===== src/rtl/rhythm_pkg.sv =====
// Shared types and constants for the rhythm-game beat tracker.
// Holds HID keycodes, the lane index type and the lane state encoding.
package rhythm_pkg;

    localparam logic [7:0] KEY_SPACE = 8'd44;
    localparam logic [7:0] KEY_Q     = 8'd20;

    // Lane keys d, f, j, k; KEY_LANE[0] is lane 0.
    localparam logic [0:3][7:0] KEY_LANE = {8'd7, 8'd9, 8'd13, 8'd14};

    typedef logic [1:0] circletype_t;

    typedef enum logic [1:0] {
        IDLE     = 2'd0,
        APPROACH = 2'd1,
        HIT      = 2'd2,
        MISS     = 2'd3
    } lane_state_t;

endpackage


===== src/rtl/circle_lane.sv =====
// One approach-circle lane: state, shrinking radius and flash timer.
// Ports: Clk, Reset, i_clear (sync clear), i_spawn, i_tick, i_press;
//        o_state, o_radius, o_hit_evt / o_miss_evt (resolve this cycle).
module circle_lane
    import rhythm_pkg::*;
#(
    parameter int unsigned START_RADIUS = 64,
    parameter int unsigned RADIUS_STEP  = 1,
    parameter int unsigned HIT_WINDOW   = 8,
    parameter int unsigned FLASH_FRAMES = 15
) (
    input  logic        Clk,
    input  logic        Reset,
    input  logic        i_clear,
    input  logic        i_spawn,
    input  logic        i_tick,
    input  logic        i_press,
    output lane_state_t o_state,
    output logic [7:0]  o_radius,
    output logic        o_hit_evt,
    output logic        o_miss_evt
);

    lane_state_t r_state;
    logic [7:0]  r_radius;
    logic [7:0]  r_flash;

    logic w_approach;
    logic w_in_window;

    assign w_approach  = (r_state == APPROACH) && !i_clear;
    assign w_in_window = (r_radius <= 8'(HIT_WINDOW));

    // A press is judged before the tick, so it overrides a tick-miss.
    assign o_hit_evt  = w_approach && i_press && w_in_window;
    assign o_miss_evt = w_approach &&
                        (i_press ? !w_in_window
                                 : (i_tick && (r_radius == 8'd0)));

    assign o_state  = r_state;
    assign o_radius = r_radius;

    always_ff @(posedge Clk or posedge Reset) begin
        if (Reset) begin
            r_state  <= IDLE;
            r_radius <= '0;
            r_flash  <= '0;
        end else if (i_clear) begin
            r_state  <= IDLE;
            r_radius <= '0;
            r_flash  <= '0;
        end else begin
            unique case (r_state)
                IDLE: begin
                    if (i_spawn) begin
                        r_state  <= APPROACH;
                        r_radius <= 8'(START_RADIUS);
                    end
                end
                APPROACH: begin
                    if (i_press) begin
                        r_state <= w_in_window ? HIT : MISS;
                        r_flash <= 8'(FLASH_FRAMES);
                    end else if (i_tick) begin
                        if (r_radius == 8'd0) begin
                            r_state <= MISS;
                            r_flash <= 8'(FLASH_FRAMES);
                        end else if (r_radius > 8'(RADIUS_STEP)) begin
                            r_radius <= r_radius - 8'(RADIUS_STEP);
                        end else begin
                            r_radius <= '0;
                        end
                    end
                end
                HIT, MISS: begin
                    if (i_tick) begin
                        if (r_flash == 8'd0) begin
                            r_state  <= IDLE;
                            r_radius <= '0;
                        end else begin
                            r_flash <= r_flash - 8'd1;
                        end
                    end
                end
            endcase
        end
    end

endmodule


===== src/rtl/beat_circle_tracker.sv =====
// Four-lane approach-circle tracker: key edges, health, resolve pulse.
// Ports: Clk, Reset, frame_tick, main, spawn, circletype, keycode;
//        out_of_bounds, health, circle_active/radius, hit/miss_flash.
module beat_circle_tracker
    import rhythm_pkg::*;
#(
    parameter int unsigned START_RADIUS = 64,
    parameter int unsigned RADIUS_STEP  = 1,
    parameter int unsigned HIT_WINDOW   = 8,
    parameter int unsigned FLASH_FRAMES = 15,
    parameter int unsigned INIT_HEALTH  = 4,
    parameter int unsigned MAX_HEALTH   = 8
) (
    input  logic        Clk,
    input  logic        Reset,
    input  logic        frame_tick,
    input  logic        main,
    input  logic        spawn,
    input  circletype_t circletype,
    input  logic [7:0]  keycode,
    output logic        out_of_bounds,
    output logic [3:0]  health,
    output logic [3:0]  circle_active,
    output logic [31:0] circle_radius,
    output logic [3:0]  hit_flash,
    output logic [3:0]  miss_flash
);

    logic [7:0] r_prev_key;
    logic [3:0] r_health;
    logic       r_oob;

    logic [3:0]        w_press;
    logic [3:0]        w_hit;
    logic [3:0]        w_miss;
    lane_state_t       w_state [4];
    logic [2:0]        w_nhit;
    logic [2:0]        w_nmiss;
    logic signed [3:0] w_delta;
    logic signed [5:0] w_sum;
    logic [3:0]        w_next_health;

    for (genvar g = 0; g < 4; g++) begin : g_lane
        // Only the cycle the key appears counts as a press.
        assign w_press[g] = (keycode == KEY_LANE[g]) &&
                            (r_prev_key != KEY_LANE[g]);

        circle_lane #(
            .START_RADIUS (START_RADIUS),
            .RADIUS_STEP  (RADIUS_STEP),
            .HIT_WINDOW   (HIT_WINDOW),
            .FLASH_FRAMES (FLASH_FRAMES)
        ) u_lane (
            .Clk        (Clk),
            .Reset      (Reset),
            .i_clear    (main),
            .i_spawn    (spawn && (circletype == circletype_t'(g))),
            .i_tick     (frame_tick),
            .i_press    (w_press[g]),
            .o_state    (w_state[g]),
            .o_radius   (circle_radius[8*g +: 8]),
            .o_hit_evt  (w_hit[g]),
            .o_miss_evt (w_miss[g])
        );

        assign circle_active[g] = (w_state[g] == APPROACH);
        assign hit_flash[g]     = (w_state[g] == HIT);
        assign miss_flash[g]    = (w_state[g] == MISS);
    end

    always_comb begin
        w_nhit  = '0;
        w_nmiss = '0;
        for (int i = 0; i < 4; i++) begin
            w_nhit  = w_nhit  + {2'b00, w_hit[i]};
            w_nmiss = w_nmiss + {2'b00, w_miss[i]};
        end
    end

    // Sum in 6-bit signed so both under- and overflow are visible.
    always_comb begin
        w_delta = $signed({1'b0, w_nhit}) - $signed({1'b0, w_nmiss});
        w_sum   = $signed({2'b00, r_health}) +
                  $signed({{2{w_delta[3]}}, w_delta});
        if (w_sum[5]) begin
            w_next_health = '0;
        end else if (w_sum > $signed(6'(MAX_HEALTH))) begin
            w_next_health = 4'(MAX_HEALTH);
        end else begin
            w_next_health = w_sum[3:0];
        end
    end

    always_ff @(posedge Clk or posedge Reset) begin
        if (Reset) begin
            r_prev_key <= '0;
            r_health   <= 4'(INIT_HEALTH);
            r_oob      <= 1'b0;
        end else begin
            r_prev_key <= keycode;
            if (main) begin
                r_health <= 4'(INIT_HEALTH);
                r_oob    <= 1'b0;
            end else begin
                r_health <= w_next_health;
                r_oob    <= |(w_hit | w_miss);
            end
        end
    end

    assign out_of_bounds = r_oob;
    assign health        = r_health;

endmodule

===== config.mk =====
export PLATFORM = sky130hd
export DESIGN_NAME = beat_circle_tracker
export DESIGN_NICKNAME = d
export VERILOG_FILES = /design/src/rtl/rhythm_pkg.sv /design/src/rtl/circle_lane.sv /design/src/rtl/beat_circle_tracker.sv
export SDC_FILE = /design/constraint.sdc
export NUM_CORES = 1
export LEC_CHECK = 0
export CORE_MARGIN = 2
export CORE_UTILIZATION = 25
export CTS_CLUSTER_SIZE = 40
export DETAILED_ROUTE_END_ITERATION = 8
export PLACE_DENSITY = 0.46
export SETUP_SLACK_MARGIN = 0.2
export SYNTH_ARGS = -nofsm -noshare
export SYNTH_HDL_FRONTEND = slang
export SYNTH_HIERARCHICAL = 1
export SYNTH_SLANG_ARGS = --single-unit

===== constraint.sdc =====
create_clock -name Clk -period 4.92 [get_ports Clk]
set_input_delay 0.738 -clock Clk [delete_from_list [all_inputs] [get_ports Clk]]
set_output_delay 0.738 -clock Clk [all_outputs]
set_load 0.02 [all_outputs]

==> summary by stage <==
Finish
In the final layout, the share of cells above drive strength 1 is 0.2384. From synthesis to final layout, the design area changed by 34.30%. The count of placed standard cells in the final layout, fillers left out is 1142. The number of antenna diodes in the final layout is 0. Across the whole layout, storage elements account for about 2100 um^2.

The core utilization of the finished layout is 0.3424. Summing all multi-input logic gate instances after layout gives 3899 um^2. The total number of nets in the final design is 863. The count of fill cells added during filler insertion is 2497.

Worst hold path
The min-delay analysis places its worst path in the category in2reg. The launch instance of the worst min-delay path is keycode[4]. The worst hold path stage count is 1.

Timing
The number of pins exceeding their max-slew limit in the final report is 0. The minimum clock period after layout is 5.621 ns. The hold violation total from the final report is 0. Adding up every negative setup slack in the final design gives -2.620 ns. The clock arrives with 0.005493 ns of skew. Setup violations remaining at the end of the flow were counted as 4.

The post-layout worst setup margin is -0.7013 ns. The fraction of the cycle the final worst path needs is 1.143. Derived from the worst setup path, the maximum achievable clock frequency is 0.1779 GHz. Headroom to the max-slew limit came out at 0.4008. For the pin with the worst max-slew slack, the measured transition is between 0.8 and 0.9 ns. Setup repair after global routing could not meet its margin everywhere.

Worst setup path
The slowest stage of the critical path is the sky130_fd_sc_hd__fa_1 cell. The critical path starts at r_prev_key[6]$_DFF_PP0_. The worst register-to-register path begins at r_prev_key[6]$_DFF_PP0_. Data on the critical path is required at its endpoint by 5.18 ns.

The instance count on the critical path is 24. The worst-case reg-to-reg path depth is 24. The setup path with the least slack is of type reg2reg. The element type at the critical path end is a flip-flop. The worst path arrival time is 5.89 ns. On the worst path, the slowest cell contributes a delay of 0.55 ns.

STA classifies the critical path startpoint as a flip-flop. The critical path's top delay family is adder cells. Counting both buffers and inverters, the worst setup path holds a total of 8.

The signal on the critical path passes through nor4_4 -> buf_4 -> nand2_4 -> nor3b_2 -> buf_4 -> a211oi_4 -> buf_4 -> o211a_1 -> nor3_2 -> inv_1 -> fa_1 -> inv_2 -> fa_1 -> fa_1 -> inv_1 -> ha_2 -> inv_2 -> fa_2 -> inv_1 -> ha_1 -> and3_2 -> or3_2 -> o211ai_4 -> nor3b_2. The biggest fanout along the worst timing path is 4.

Synthesis
The share of the Yosys chip area taken by registers is 0.3432. The average cell area after synthesis is 9.525 um^2. The synthesized netlist net count is 700.

The Yosys warning count is 6. In this run the cell area of the synthesized design comes to 6201 um^2. The number of enable-type register cells in the synthesized netlist is 0.

The post-synthesis cell count is roughly 650. The post-synthesis sequential element count is 85. The count of cell types in the netlist is 79. The main flop type after synthesis is sky130_fd_sc_hd__dfrtp_1. The share of synthesized flip-flops with an asynchronous set or reset is 1.000.

Power
In this run the static leakage power is approximately 3.5 nW. IR analysis of the VDD net gives a maximum drop of 0.1991 mV. The design draws 0.004430 W. In this run the power density over the cells is 531.9 nW/um^2.

Clocking
The clock net in this run drives a total of 85 sinks. The worst-case clock buffer depth is 2. Buffers inserted during clock tree synthesis total 9. The root cell of the clock tree is sky130_fd_sc_hd__clkbuf_16. Clock latency on the worst-skew pair, taken at its later pin, is about 0.35 ns. The H-tree generated during clock tree synthesis spans 3 levels. For this design, the CTS-stage hold fixing added 0 buffers. TritonCTS built the clock tree. After clock tree synthesis, the clock-pin slew on the worst setup and hold paths is 0.06 ns.

Global routing
The total overflow left after global routing is 0. The pin count of the biggest net entering global routing is 19. For this run, the total global-route usage over all layers was measured as 0.1324. The wire length of the first global-routing pass is ~28000 um. The via count of the first global-routing pass is 5385. The number of antenna violations at the first check in global routing is 0.

Drt
The total length of routed wires is 16960 um. In the routed layout, each cell is associated on average with a via count of 4.843. Dividing the detail-routed wire length by the instance count gives roughly 15 um. The count of TritonRoute iterations in the first routing pass is 4. After detailed routing, the number of remaining DRC violations is 0.

Once detail routing completed, the nets flagged for antenna violations numbered 0. Across all layers, the routed design uses 5531 vias. The DRC marker count from the first detailed-route iteration is 223.

Place
The placement-stage worst setup slack is -1.308 ns. The congestion estimate from routability-driven global placement came to 0.7794. The number of placed instances with taps included is about 1100. The half-perimeter wire length after placement is 12730 um. During placement, the flow inserted port buffers numbering 63.

Die
The region available for standard cell placement spans 24320 um^2. The die is 161.5 um tall. In this run the horizontal extent of the chip is 161.5 um.

The I/O pin total is 64. After floorplanning, the core was divided into 57 placement rows. The die covers 26080 um^2. The initial cell density of the core is 0.2550.

Run
The number of maximum-capacitance violations is 0.

Run status
The run finished, with violations left. The checks that failed: negative setup slack.
==> logic make-up after synthesis <==
logic type      synth area share
fa+ha+maj                0.07587
mux                      0.02341
flops                     0.3432
buf+inv                  0.05327
simple gates              0.2528
compound gates            0.2472
xor+xnor                0.004238
==> repair_timing <==
| item | 4_1_cts | 5_1_grt |
|---|---|---|
| gates resized for setup | 17 | 15 |
| pin swaps | 20 | 16 |
| endpoints found under the setup margin | 4 | 4 |
| buffers inserted | 3 | 4 |
==> registers in the layout, indices dropped and copies added, names as in the netlist <==
register,flops
g_lane.u_lane/o_radius,32
g_lane.u_lane/o_state,8
g_lane.u_lane/r_flash,32
health,4
out_of_bounds,1
r_prev_key,8
==> Yosys cell counts (13+ instances only) <==
master                      n  area, um^2
sky130_fd_sc_hd__dfrtp_1   84        2102
sky130_fd_sc_hd__o21ai_0   14       70.07
sky130_fd_sc_hd__nor2_1    40       150.1
sky130_fd_sc_hd__a21oi_1   34       170.2
sky130_fd_sc_hd__a31oi_1   16       100.1
sky130_fd_sc_hd__o21ai_1   13       65.06
sky130_fd_sc_hd__inv_1     68       255.2
sky130_fd_sc_hd__nand2b_1  21       131.4
sky130_fd_sc_hd__nor2b_1   15       93.84
sky130_fd_sc_hd__ha_1      28       350.3
sky130_fd_sc_hd__nand2_1   18       67.56
sky130_fd_sc_hd__nor3b_1   24       180.2
sky130_fd_sc_hd__nand3_1   19       95.09
sky130_fd_sc_hd__nor4_1    14       87.58
==> through the flow <==
stage	instance area [um^2]	hold WS, ns
after floorplan	6259	0.5058
after global placement	7933	0.5440
after detailed placement	7933	0.5554
after CTS	8247	0.5367
after global routing	8328	0.5253
final	8328	0.5395
==> final timing paths <==
path	slack (ns)	to
setup / recovery	-0.70	health[3]$_DFF_PP0_
min in group asynchronous	0.93	out_of_bounds$_DFF_PP0_
hold reg to reg	0.56	g_lane[0].u_lane/r_flash[1]$_DFFE_PP0P_
hold / removal	0.54	r_prev_key[4]$_DFF_PP0_
setup reg to reg	-0.70	health[3]$_DFF_PP0_
max in group asynchronous	3.38	g_lane[3].u_lane/o_radius[2]$_DFFE_PP0P_
==> metal layers <==
layer | wire length, um | track usage
met1 | 8416 | 0.1829
met5 | 0 | 0
met3 | 571 | 0.02080
met2 | 7739 | 0.2104
met4 | 233 | 0.04545
==> area by class of cell <==
class,instances,share of cell area
Timing Repair Buffer,164,0.1657
Inverter,68,0.03065
Tap cell,324,0.04868
Clock inverter,2,0.001202
Clock buffer,13,0.03005
Multi-Input combinational cell,486,0.4681
Sequential cell,85,0.2556
==> layout by cell type, fill, tap and decap left out, types with 19 or more instances in the layout <==
master | netlist | routed
sky130_fd_sc_hd__inv_1 | 68 | 66
sky130_fd_sc_hd__clkdlybuf4s50_1 | 0 | 58
sky130_fd_sc_hd__a21oi_1 | 34 | 34
sky130_fd_sc_hd__dfrtp_1 | 84 | 84
sky130_fd_sc_hd__nor2_1 | 40 | 39
sky130_fd_sc_hd__nand2b_1 | 21 | 21
sky130_fd_sc_hd__ha_1 | 28 | 27
sky130_fd_sc_hd__buf_4 | 1 | 100
sky130_fd_sc_hd__nand3_1 | 19 | 19
sky130_fd_sc_hd__nor3b_1 | 24 | 22
==> power breakdown <==
| part | leakage [nW] | total (W) | internal (W) | switching [W] |
|---|---|---|---|---|
| sequential | 1.14 | 0.00109 | 0.000871 | 0.000220 |
| clock | 0.129 | 0.000630 | 0.000352 | 0.000278 |
| combinational | 2.23 | 0.00271 | 0.00126 | 0.00145 |
| total | 3.49 | 0.00443 | 0.00248 | 0.00195 |
No activity file was read; power rests on OpenSTA's default activity.
